**src/rtl/classifier_database_server_if.sv**
```systemverilog
// Request/response bundle between the inspecting classifier and one stage's database server.
// Carries o_checksum only when CLASSIFIER_DATABASE_CHECKSUM_EN is defined.
interface classifier_database_server_if #(
  parameter int unsigned DATA_WIDTH_12 = 12
);
  logic                     i_database_request;
  logic                     i_ready;
  logic                     i_wr_en;
  logic [DATA_WIDTH_12-1:0] i_wr_addr;
  logic [DATA_WIDTH_12-1:0] i_wr_data;
  logic                     o_valid;
  logic [DATA_WIDTH_12-1:0] o_data;
  logic [DATA_WIDTH_12-1:0] o_index_database;
  logic [DATA_WIDTH_12-1:0] o_index_classifier;
  logic [DATA_WIDTH_12-1:0] o_index_tree;
  logic                     o_end_single_classifier;
  logic                     o_end_tree;
  logic                     o_end_all_classifier;
  logic                     o_end_database;
  logic                     o_busy;
`ifdef CLASSIFIER_DATABASE_CHECKSUM_EN
  logic [15:0]              o_checksum;
`endif

  modport master (
    output i_database_request, i_ready, i_wr_en, i_wr_addr, i_wr_data,
    input  o_valid, o_data, o_index_database, o_index_classifier, o_index_tree,
           o_end_single_classifier, o_end_tree, o_end_all_classifier, o_end_database,
`ifdef CLASSIFIER_DATABASE_CHECKSUM_EN
           o_checksum,
`endif
           o_busy
  );

  modport slave (
    input  i_database_request, i_ready, i_wr_en, i_wr_addr, i_wr_data,
    output o_valid, o_data, o_index_database, o_index_classifier, o_index_tree,
           o_end_single_classifier, o_end_tree, o_end_all_classifier, o_end_database,
`ifdef CLASSIFIER_DATABASE_CHECKSUM_EN
           o_checksum,
`endif
           o_busy
  );
endinterface

```
**src/rtl/classifier_database_server.sv**
```systemverilog
// Streams one cascade stage's Haar parameter image from a loadable sync RAM on request.
// Optional running checksum of accepted words: define CLASSIFIER_DATABASE_CHECKSUM_EN.
module classifier_database_server #(
  parameter int unsigned DATA_WIDTH_12            = 12,
`ifdef CLASSIFIER_DATABASE_CHECKSUM_EN
  parameter int unsigned DATA_WIDTH_16            = 16,
`endif
  parameter int unsigned NUM_PARAM_PER_CLASSIFIER = 18,
  parameter int unsigned NUM_CLASSIFIERS_PER_TREE = 3,
  parameter int unsigned NUM_TREES                = 2
) (
  input logic                          clk_fpga,
  input logic                          reset_fpga,
  classifier_database_server_if.slave  bus
);

  localparam int unsigned W     = DATA_WIDTH_12;
  localparam int unsigned DEPTH =
      NUM_TREES * NUM_CLASSIFIERS_PER_TREE * NUM_PARAM_PER_CLASSIFIER;
  localparam int unsigned AW    = $clog2(DEPTH);

  typedef enum logic [1:0] {StIdle, StPrime, StStream, StDone} state_e;

  state_e         state_q;
  logic [W-1:0]   param_q;
  logic [W-1:0]   cls_q;
  logic [W-1:0]   tree_q;
  logic [W-1:0]   db_q;
  logic           valid_q;
  logic           end_db_q;
  logic           busy_q;
`ifdef CLASSIFIER_DATABASE_CHECKSUM_EN
  logic [DATA_WIDTH_16-1:0] checksum_q;
`endif

  logic [W-1:0]   mem [DEPTH];
  logic [W-1:0]   rd_data_q;
  logic [W-1:0]   rd_addr;
  logic           accept;
  logic           wr_ok;
  logic           last_param;
  logic           last_cls;
  logic           last_tree;
  logic           last_word;

  always_comb begin
    accept     = valid_q & bus.i_ready;
    wr_ok      = (state_q == StIdle) && bus.i_wr_en && (bus.i_wr_addr < W'(DEPTH));
    last_param = (param_q == W'(NUM_PARAM_PER_CLASSIFIER - 1));
    last_cls   = (cls_q == W'(NUM_CLASSIFIERS_PER_TREE - 1));
    last_tree  = (tree_q == W'(NUM_TREES - 1));
    last_word  = (db_q == W'(DEPTH - 1));
    // Counters sit at 0 in IDLE/PRIME, so word 0 is fetched there; stalls re-read in place.
    rd_addr    = db_q;
    if (state_q == StStream && accept && !last_word) begin
      rd_addr = db_q + W'(1);
    end
  end

  // Write-first: a load hitting the address being read is returned in the same cycle.
  always_ff @(posedge clk_fpga) begin
    if (wr_ok) begin
      mem[bus.i_wr_addr[AW-1:0]] <= bus.i_wr_data;
    end
    if (wr_ok && bus.i_wr_addr == rd_addr) begin
      rd_data_q <= bus.i_wr_data;
    end else begin
      rd_data_q <= mem[rd_addr[AW-1:0]];
    end
  end

  always_ff @(posedge clk_fpga) begin
    if (reset_fpga) begin
      state_q    <= StIdle;
      param_q    <= '0;
      cls_q      <= '0;
      tree_q     <= '0;
      db_q       <= '0;
      valid_q    <= 1'b0;
      end_db_q   <= 1'b0;
      busy_q     <= 1'b0;
`ifdef CLASSIFIER_DATABASE_CHECKSUM_EN
      checksum_q <= '0;
`endif
    end else begin
      end_db_q <= 1'b0;
      unique case (state_q)
        StIdle: begin
          if (bus.i_database_request) begin
            state_q    <= StPrime;
            busy_q     <= 1'b1;
`ifdef CLASSIFIER_DATABASE_CHECKSUM_EN
            checksum_q <= '0;
`endif
          end
        end
        StPrime: begin
          if (!bus.i_database_request) begin
            state_q <= StIdle;
            busy_q  <= 1'b0;
          end else begin
            state_q <= StStream;
            valid_q <= 1'b1;
          end
        end
        StStream: begin
          if (!bus.i_database_request) begin
            // Abort: no end-of-database pulse, counters return to word 0.
            state_q <= StIdle;
            valid_q <= 1'b0;
            busy_q  <= 1'b0;
            param_q <= '0;
            cls_q   <= '0;
            tree_q  <= '0;
            db_q    <= '0;
          end else if (accept) begin
`ifdef CLASSIFIER_DATABASE_CHECKSUM_EN
            checksum_q <= checksum_q + DATA_WIDTH_16'(rd_data_q);
`endif
            if (last_word) begin
              state_q  <= StDone;
              valid_q  <= 1'b0;
              end_db_q <= 1'b1;
            end else begin
              db_q    <= db_q + W'(1);
              param_q <= last_param ? '0 : param_q + W'(1);
              if (last_param) begin
                cls_q <= last_cls ? '0 : cls_q + W'(1);
                if (last_cls) begin
                  tree_q <= tree_q + W'(1);
                end
              end
            end
          end
        end
        StDone: begin
          if (!bus.i_database_request) begin
            state_q <= StIdle;
            busy_q  <= 1'b0;
            param_q <= '0;
            cls_q   <= '0;
            tree_q  <= '0;
            db_q    <= '0;
          end
        end
        default: state_q <= StIdle;
      endcase
    end
  end

  assign bus.o_valid                 = valid_q;
  assign bus.o_data                  = valid_q ? rd_data_q : '0;
  assign bus.o_index_database        = db_q;
  assign bus.o_index_classifier      = cls_q;
  assign bus.o_index_tree            = tree_q;
  assign bus.o_end_single_classifier = valid_q & last_param;
  assign bus.o_end_tree              = valid_q & last_param & last_cls;
  assign bus.o_end_all_classifier    = valid_q & last_param & last_cls & last_tree;
  assign bus.o_end_database          = end_db_q;
  assign bus.o_busy                  = busy_q;
`ifdef CLASSIFIER_DATABASE_CHECKSUM_EN
  assign bus.o_checksum              = checksum_q;
`endif

endmodule

```
**src/flat_wrapper.sv**
```systemverilog
// flat-port wrapper written by rule: the top's interface ports become plain ports
module classifier_database_server_flat 
#(
  parameter int unsigned DATA_WIDTH_12            = 12,

  parameter int unsigned NUM_PARAM_PER_CLASSIFIER = 18,
  parameter int unsigned NUM_CLASSIFIERS_PER_TREE = 3,
  parameter int unsigned NUM_TREES                = 2
)
  (clk_fpga, reset_fpga, bus_i_database_request, bus_i_ready, bus_i_wr_en, bus_i_wr_addr, bus_i_wr_data, bus_o_valid, bus_o_data, bus_o_index_database, bus_o_index_classifier, bus_o_index_tree, bus_o_end_single_classifier, bus_o_end_tree, bus_o_end_all_classifier, bus_o_end_database, bus_o_busy);
  classifier_database_server_if #(.DATA_WIDTH_12(DATA_WIDTH_12)) bus_i ();
  input logic clk_fpga;
  input logic reset_fpga;
  input wire logic [$bits(bus_i.i_database_request)-1:0] bus_i_database_request;
  input wire logic [$bits(bus_i.i_ready)-1:0] bus_i_ready;
  input wire logic [$bits(bus_i.i_wr_en)-1:0] bus_i_wr_en;
  input wire logic [$bits(bus_i.i_wr_addr)-1:0] bus_i_wr_addr;
  input wire logic [$bits(bus_i.i_wr_data)-1:0] bus_i_wr_data;
  output wire logic [$bits(bus_i.o_valid)-1:0] bus_o_valid;
  output wire logic [$bits(bus_i.o_data)-1:0] bus_o_data;
  output wire logic [$bits(bus_i.o_index_database)-1:0] bus_o_index_database;
  output wire logic [$bits(bus_i.o_index_classifier)-1:0] bus_o_index_classifier;
  output wire logic [$bits(bus_i.o_index_tree)-1:0] bus_o_index_tree;
  output wire logic [$bits(bus_i.o_end_single_classifier)-1:0] bus_o_end_single_classifier;
  output wire logic [$bits(bus_i.o_end_tree)-1:0] bus_o_end_tree;
  output wire logic [$bits(bus_i.o_end_all_classifier)-1:0] bus_o_end_all_classifier;
  output wire logic [$bits(bus_i.o_end_database)-1:0] bus_o_end_database;
  output wire logic [$bits(bus_i.o_busy)-1:0] bus_o_busy;
  assign bus_i.i_database_request = bus_i_database_request;
  assign bus_i.i_ready = bus_i_ready;
  assign bus_i.i_wr_en = bus_i_wr_en;
  assign bus_i.i_wr_addr = bus_i_wr_addr;
  assign bus_i.i_wr_data = bus_i_wr_data;
  assign bus_o_valid = bus_i.o_valid;
  assign bus_o_data = bus_i.o_data;
  assign bus_o_index_database = bus_i.o_index_database;
  assign bus_o_index_classifier = bus_i.o_index_classifier;
  assign bus_o_index_tree = bus_i.o_index_tree;
  assign bus_o_end_single_classifier = bus_i.o_end_single_classifier;
  assign bus_o_end_tree = bus_i.o_end_tree;
  assign bus_o_end_all_classifier = bus_i.o_end_all_classifier;
  assign bus_o_end_database = bus_i.o_end_database;
  assign bus_o_busy = bus_i.o_busy;
  classifier_database_server #(.DATA_WIDTH_12(DATA_WIDTH_12), .NUM_PARAM_PER_CLASSIFIER(NUM_PARAM_PER_CLASSIFIER), .NUM_CLASSIFIERS_PER_TREE(NUM_CLASSIFIERS_PER_TREE), .NUM_TREES(NUM_TREES)) u_core (.clk_fpga(clk_fpga), .reset_fpga(reset_fpga), .bus(bus_i));
endmodule
```
**config.mk**
```make
export PLATFORM = sky130hd
export DESIGN_NAME = classifier_database_server_flat
export DESIGN_NICKNAME = d
export VERILOG_FILES = /design/src/rtl/classifier_database_server_if.sv /design/src/rtl/classifier_database_server.sv /design/src/flat_wrapper.sv
export SDC_FILE = /design/constraint.sdc
export NUM_CORES = 2
export LEC_CHECK = 0
export BUFFER_PORTS_ARGS = -buffer_cell sky130_fd_sc_hd__buf_2
export CORE_MARGIN = 2
export CORE_UTILIZATION = 35
export CTS_CLUSTER_SIZE = 10
export DETAILED_ROUTE_END_ITERATION = 12
export GPL_ROUTABILITY_DRIVEN = 0
export PLACE_DENSITY = 0.59
export SLEW_MARGIN = 20
export SYNTH_ARGS = -nofsm -noshare
export SYNTH_HDL_FRONTEND = slang
export SYNTH_SLANG_ARGS = --single-unit
```
**constraint.sdc**
```tcl
create_clock -name clk_fpga -period 5 [get_ports clk_fpga]
set_clock_uncertainty 0.2 [all_clocks]
set_input_delay 0.5 -clock clk_fpga [delete_from_list [all_inputs] [get_ports clk_fpga]]
set_output_delay 0.5 -clock clk_fpga [all_outputs]
set_load 0.03 [all_outputs]
```
### Word-level counts from Yosys, hierarchy flattened

Memory sizes are Yosys's and may differ from the RTL's.
Cells that the tools add are included.

| cells by class | value |
|---|---|
| $lt $le $gt $ge | 1 |
| equality and inequality tests | 17 |
| shifts and indexed selects | 0 |
| $add $sub $neg | 4 |
| $mul | 0 |
| div/mod/pow operators | 0 |
| muxes and demuxes | 42 |
| bitwise gates (word level) | 7 |
| reduce and logical (&&, ||, !) cells | 17 |

Operators with widths:

| cell | number |
|---|---|
| 12-bit two-way mux | 21 |
| 12-bit case mux with 2 select lines | 4 |
| 12-bit by 1-bit adder with 12-bit output, second input constant | 4 |
| 12-bit by 1-bit == test with 1-bit output, second input constant | 1 |
| 12-bit == test | 1 |
| 12-bit by 2-bit == test with 1-bit output, second input constant | 1 |
| 12-bit by 5-bit == test with 1-bit output, second input constant | 1 |
| 12-bit by 7-bit == test with 1-bit output, second input constant | 1 |
| 12-bit by 7-bit < comparator with 1-bit output, second input constant | 1 |
| 2-bit two-way mux | 6 |
| 3-bit by 2-bit != test with 1-bit output, second input constant | 4 |
| 4-bit AND reduction | 3 |
| 1-bit two-way mux | 8 |
| 2-bit != test, second input constant | 4 |
| 2-bit case mux with 4 select lines | 1 |
| 6-bit AND reduction | 1 |
| 1-bit logical AND | 5 |
| 5-bit AND reduction | 1 |
| 1-bit bitwise AND | 4 |
| 2-bit == test, second input constant | 2 |
| 1-bit case mux with 2 select lines | 2 |
| 2-bit nonzero test | 2 |
| 4-bit OR reduction | 1 |
| 3-bit != test, second input constant | 1 |
| 6 further kinds | 8 |

| word-level totals | value |
|---|---|
| memories | 1 |
| register bits after elaboration | 65 |
| latch bits | 0 |
| memory bits (read-only) | 0 |
| logic and storage cells | 98 |
| RAM bits | 1296 |

Memory list:

| name | words | width | rd ports | clocked after Yosys merged registers in | wr ports | RTL line | source |
|---|---|---|---|---|---|---|---|
| u_core.mem | 108 | 12 | 1 | 0 | 1 | classifier_database_server.sv:36 | `logic [W-1:0] mem [DEPTH];` |

### Longest topological paths before layout

| depth | value |
|---|---|
| depth after elaboration | 7 |
| mapped depth | 15 |
| mapped depth without buffers | 11 |

### Worst setup path before layout

OpenSTA, ideal clock, no wires.

| timing path | value |
|---|---|
| kind | register -> register |
| start | register u_core.db_q[0] (netlist: u_core.bus.o_index_database[0]) |
| end | register u_core.rd_data_q[4] |
| data required time | 4.681 ns |
| buffers on the path | 4 |
| setup slack | 1.197 ns |
| cell stages (with the launch flop) | 13 |
| clock period less this slack | 3.803 ns |
| library setup time | 0.119 ns |
| arrival time | 3.484 ns |
| path through | dfxtp_1 -> ha_1 -> and4b_1 -> clkbuf_1 -> a31oi_2 -> o22ai_2 -> buf_2 -> buf_2 -> buf_2 -> mux4_2 -> a22oi_1 -> a21boi_0 -> o221a_2 |

| on the way | value |
|---|---|
| longest elaborated chain between the ends | 7 |

RTL lines:

| what | RTL line | source |
|---|---|---|
| start: declaration | classifier_database_server.sv:28 | `logic [W-1:0] db_q;` |
| start signal: assignment | classifier_database_server.sv:125 | `db_q <= db_q + W'(1);` |
| branches (longest 3 deep; another with 12-bit by 1-bit adder with 12-bit output) | n/a |  |
| 12-bit two-way mux * | classifier_database_server.sv:55 | `if (state_q == StStream && accept && !last_word) begin` |
| branches (longest 2 deep; another with memory 108 x 12 bit) | n/a |  |
| 12-bit two-way mux * | classifier_database_server.sv:65 | `if (wr_ok && bus.i_wr_addr == rd_addr) begin` |
| end signal: assignment | classifier_database_server.sv:66 | `rd_data_q <= bus.i_wr_data;` |
| end signal: assignment | classifier_database_server.sv:68 | `rd_data_q <= mem[rd_addr[AW-1:0]];` |
| end: declaration | classifier_database_server.sv:37 | `logic [W-1:0] rd_data_q;` |

Mark *: on every way between the ends.
A chain may end at the register's enable or synchronous reset.

### Worst setup path after layout

| timing path | value |
|---|---|
| start | register u_core.db_q[5] (netlist: u_core.bus.o_index_database[5]) |
| end | register u_core.rd_data_q[4] |

The elaborated chain is that of the path after synthesis.

==> impl_metrics.toml <==
[detailed_routing]
drtIter0Drc = 5563
drc_errors = 0
detail-route-antenna-nets = 0
num_vias = 41000
firstDrtPassIters = 8
post_drt_wl_per_cell_microns = 28.6
wirelength_microns = 192000
avgViaCountPerCell = 6.13

[layout]
final_cell_area_sq_um = 67700
area_growth_pct = 15.0
finalNetCount = 4474
drive_gt1_share_pct = 15.4
finish.utilization_pct = 40.5

[logic_synthesis]
syn_area_sq_um = 58900
synth_edf_count = 1296
synth_ff_type = "edfxtp_1"
synth_cell_types = 91
async_reset_ff_share_pct = 0
syn_area_per_cell_sq_um = 13.8
synth_warnings = 0
yosysSeqAreaShare_pct = 68.3
syn-num-nets = 4298
postSynthCellCount = 4257
synth-seq-cells = 1361

[sta]
setup_violations = 0
drv_slew = 0
rsz0062_at_grt = "no"
final.setup.tns_ps = 0
final.period_utilization_pct = 97.0
finalCriticalPeriod_ps = 4850
max_slew_margin_pct = 24.5
hold_viol_final = 0
max_freq_mhz = 206
worst_pin_slew_ps = 1130

[power]
p_per_area_nw_per_um2 = 345
leakagePower_nw = 20.8
total_power_w = 0.0234
max-vdd-ir-drop_uv = 283

[critical_path]
end_kind = "flop"
slowest_delay_ps = 840
worstPathRequired_ps = 5500
worst_setup_path_start_kind = "flop"
critPathArrivalTime_ps = 5360
slowest_stage = "nor3_1"
worstPathCellList = "nand4b_1, o31ai_4, buf_12, a32oi_4, buf_12, buf_4, o22ai_1, nor3_1, nor3_1, a21boi_0, buf_4, o221a_2"
ff2ff_setup_slack_ps = 150
worstPathMaxFanout = 62
setup.worst_path.class = "flop to flop"

[placement]
dp_hpwl_microns = 118000
io_buffers = 82
place_area_sq_um = 63200

[floorplan]
die_w_microns = 414
rows = 150
start_util_pct = 35.2
dieArea_sq_um = 172000
ios = 83
die_y_microns = 414
core_sq_um = 167000

[clocking]
htree_levels = 4
cts.sinks = 1361
cts_buffers = 156
clock_latency_ps = 800
cts_setup_buffers = 0
clkTransAtPathRegs_ps = 60
cts_tree = "yes"
clockBufferDepth = 3
cts-root-buf = "clkbuf_16"

[grt]
grt_max_degree = 123
grt_antenna_before_repair = 7
overflow = 0
grt_util_all_layers_pct = 21.6
grt_pass1_wl_microns = 275000
grt_pass1_vias = 39000

[run]
cap_violations = 0

[min_path]
hold_path.class = "input pin to flop"

[outcome]
status = "finished, final reports clean"
-- cells in the final DEF (no fill, tap or decap), drive strengths merged, types with 22 or more instances in the layout --
master   netlist  routed
nand3         93      93
o221a         32      32
nand2        275     275
o2111ai       34      34
a21oi        180     180
nor4          25      25
mux4          36      36
a31oi         38      38
nor2b         33      33
xor2          23      23
a2111oi       22      22
o21ai        126     126
o221ai       151     151
o211ai        24      24
clkbuf       197     193
o22ai        274     274
mux2i        231     231
nand4         26      26
edfxtp      1296    1296
xnor2         23      23
and2          26      26
nor2         295     295
or3           38      38
mux2          38      38
o31ai         36      36
inv           20      24
buf          126     335
dfxtp         65      65
nor3         145     145
a211oi        59      59
-- power by group --
part,switching (W),internal [W]
registers,0.00000749,0.0125
logic,0.000421,0.000113
clock network,0.00455,0.00578
total,0.00498,0.0184
-- area by class of cell --
| cell class | count | area (sq um) |
|---|---|---|
| Antenna cell | 3 | 7.51 |
| Sequential cell | 1361 | 40200 |
| Clock inverter | 21 | 397 |
| Inverter | 21 | 81.3 |
| Clock buffer | 193 | 4060 |
| Tap cell | 2204 | 2760 |
| Timing Repair Buffer | 341 | 2660 |
| Fill cell | 15200 | 99500 |
| Multi-Input combinational cell | 2552 | 17500 |
-- synth_stat cells, drive strengths merged, types with 10 or more instances --
| cell type | count | area [sq um] |
|---|---|---|
| clkbuf | 197 | 739 |
| o22ai | 274 | 1720 |
| inv | 20 | 75.1 |
| o31ai | 36 | 284 |
| a22oi | 14 | 110 |
| nor2b | 33 | 206 |
| o41ai | 19 | 166 |
| xnor2 | 23 | 209 |
| a32oi | 20 | 175 |
| buf | 126 | 596 |
| nor2 | 295 | 1110 |
| nand4 | 26 | 163 |
| a221oi | 18 | 158 |
| nand4b | 10 | 87.6 |
| a31oi | 38 | 244 |
| and3 | 15 | 93.8 |
| nand3 | 93 | 465 |
| and2 | 26 | 163 |
| a22o | 12 | 105 |
| nand2 | 275 | 1030 |
| nor4 | 25 | 184 |
| a2111oi | 22 | 193 |
| o32a | 20 | 200 |
| nor3 | 145 | 736 |
| o2111ai | 34 | 298 |
| mux2i | 231 | 2310 |
| a211oi | 59 | 455 |
| edfxtp | 1296 | 38900 |
| o221ai | 151 | 1370 |
| ha | 12 | 150 |
| o211ai | 24 | 180 |
| o221a | 32 | 360 |
| o21ai | 126 | 631 |
| dfxtp | 65 | 1300 |
| mux2 | 38 | 428 |
| a21oi | 180 | 901 |
| mux4 | 36 | 811 |
| xor2 | 23 | 201 |
| or3 | 38 | 238 |
| o311ai | 10 | 87.6 |
-- logic make-up (layout without fill, tap and decap cells) --
family	Yosys count	after routing	synth area share, %
xor gates and xnor gates	46	46	0.697
buffers and inverters	344	576	2.40
and+or+nand+nor	1022	1022	8.16
AOI/OAI and AO/OA	1167	1167	14.2
DFF	1361	1361	68.3
muxes	305	305	6.03
adders and majority gates	12	12	0.255
other	0	3	0
-- critical path: cells and delay by family, from the launching register on --
kind | cells | cell delay (ps)
AO/OA/AOI/OAI | 5 | 1370
buffers and inverters | 4 | 1050
AND/OR/NAND/NOR | 3 | 1350
flip-flops | 1 | 680
-- worst paths after layout --
kind / from / end / cells past startpoint
worst max-delay path: u_core.bus.o_index_database[5]$_SDFFE_PP0P_ / u_core.rd_data_q[4]$_DFF_P_ / 12
worst min-delay path: bus_i_wr_data[4] / u_core.mem[7][4]$_DFFE_PP_ / 1
worst max register to register: u_core.bus.o_index_database[5]$_SDFFE_PP0P_ / u_core.rd_data_q[4]$_DFF_P_ / 12
worst min register to register: u_core.param_q[10]$_SDFFE_PP0P_ / u_core.param_q[10]$_SDFFE_PP0P_ / 2
-- sequential cells by signal (all words and copies together), names as in the netlist --
signal	count
u_core.rd_data_q	12
u_core.bus.o_index_classifier	12
u_core.bus.o_end_database	1
u_core.param_q	12
u_core.bus.o_busy	1
u_core.bus.o_index_database	12
u_core.bus.o_index_tree	12
u_core.state_q	2
u_core.mem	1296
u_core.bus.o_valid	1
-- per-layer routing --
metal	GRT usage [%]	routed length (microns)	vias to the layer above
met3	4.25	18100	413
met2	32.8	86100	2275
li1	-	-	17500
met5	0	12	-
met1	29.6	78300	20800
met4	10.3	9290	2
-- stage by stage --
step | cells | hold WS (ps) | setup slack (ps)
3_5_place_dp | 6473 | 306 | 213
3_3_place_gp | 6473 | 297 | 357
6_report | 6696 | 61.2 | 148
4_1_cts | 6693 | 24.1 | 259
2_1_floorplan | 4257 | 275 | 1200
5_1_grt | 6693 | 49.3 | 68.2
-- timing repair --
| item | CTS | global route |
|---|---|---|
| setup endpoints to repair | 0 | 1 |
| endpoints found under the hold margin | 48 | 0 |
| hold buffers | 6 | 0 |
| gates resized for setup | 0 | 1 |
Note: power is estimated with default switching activity, not from simulation.
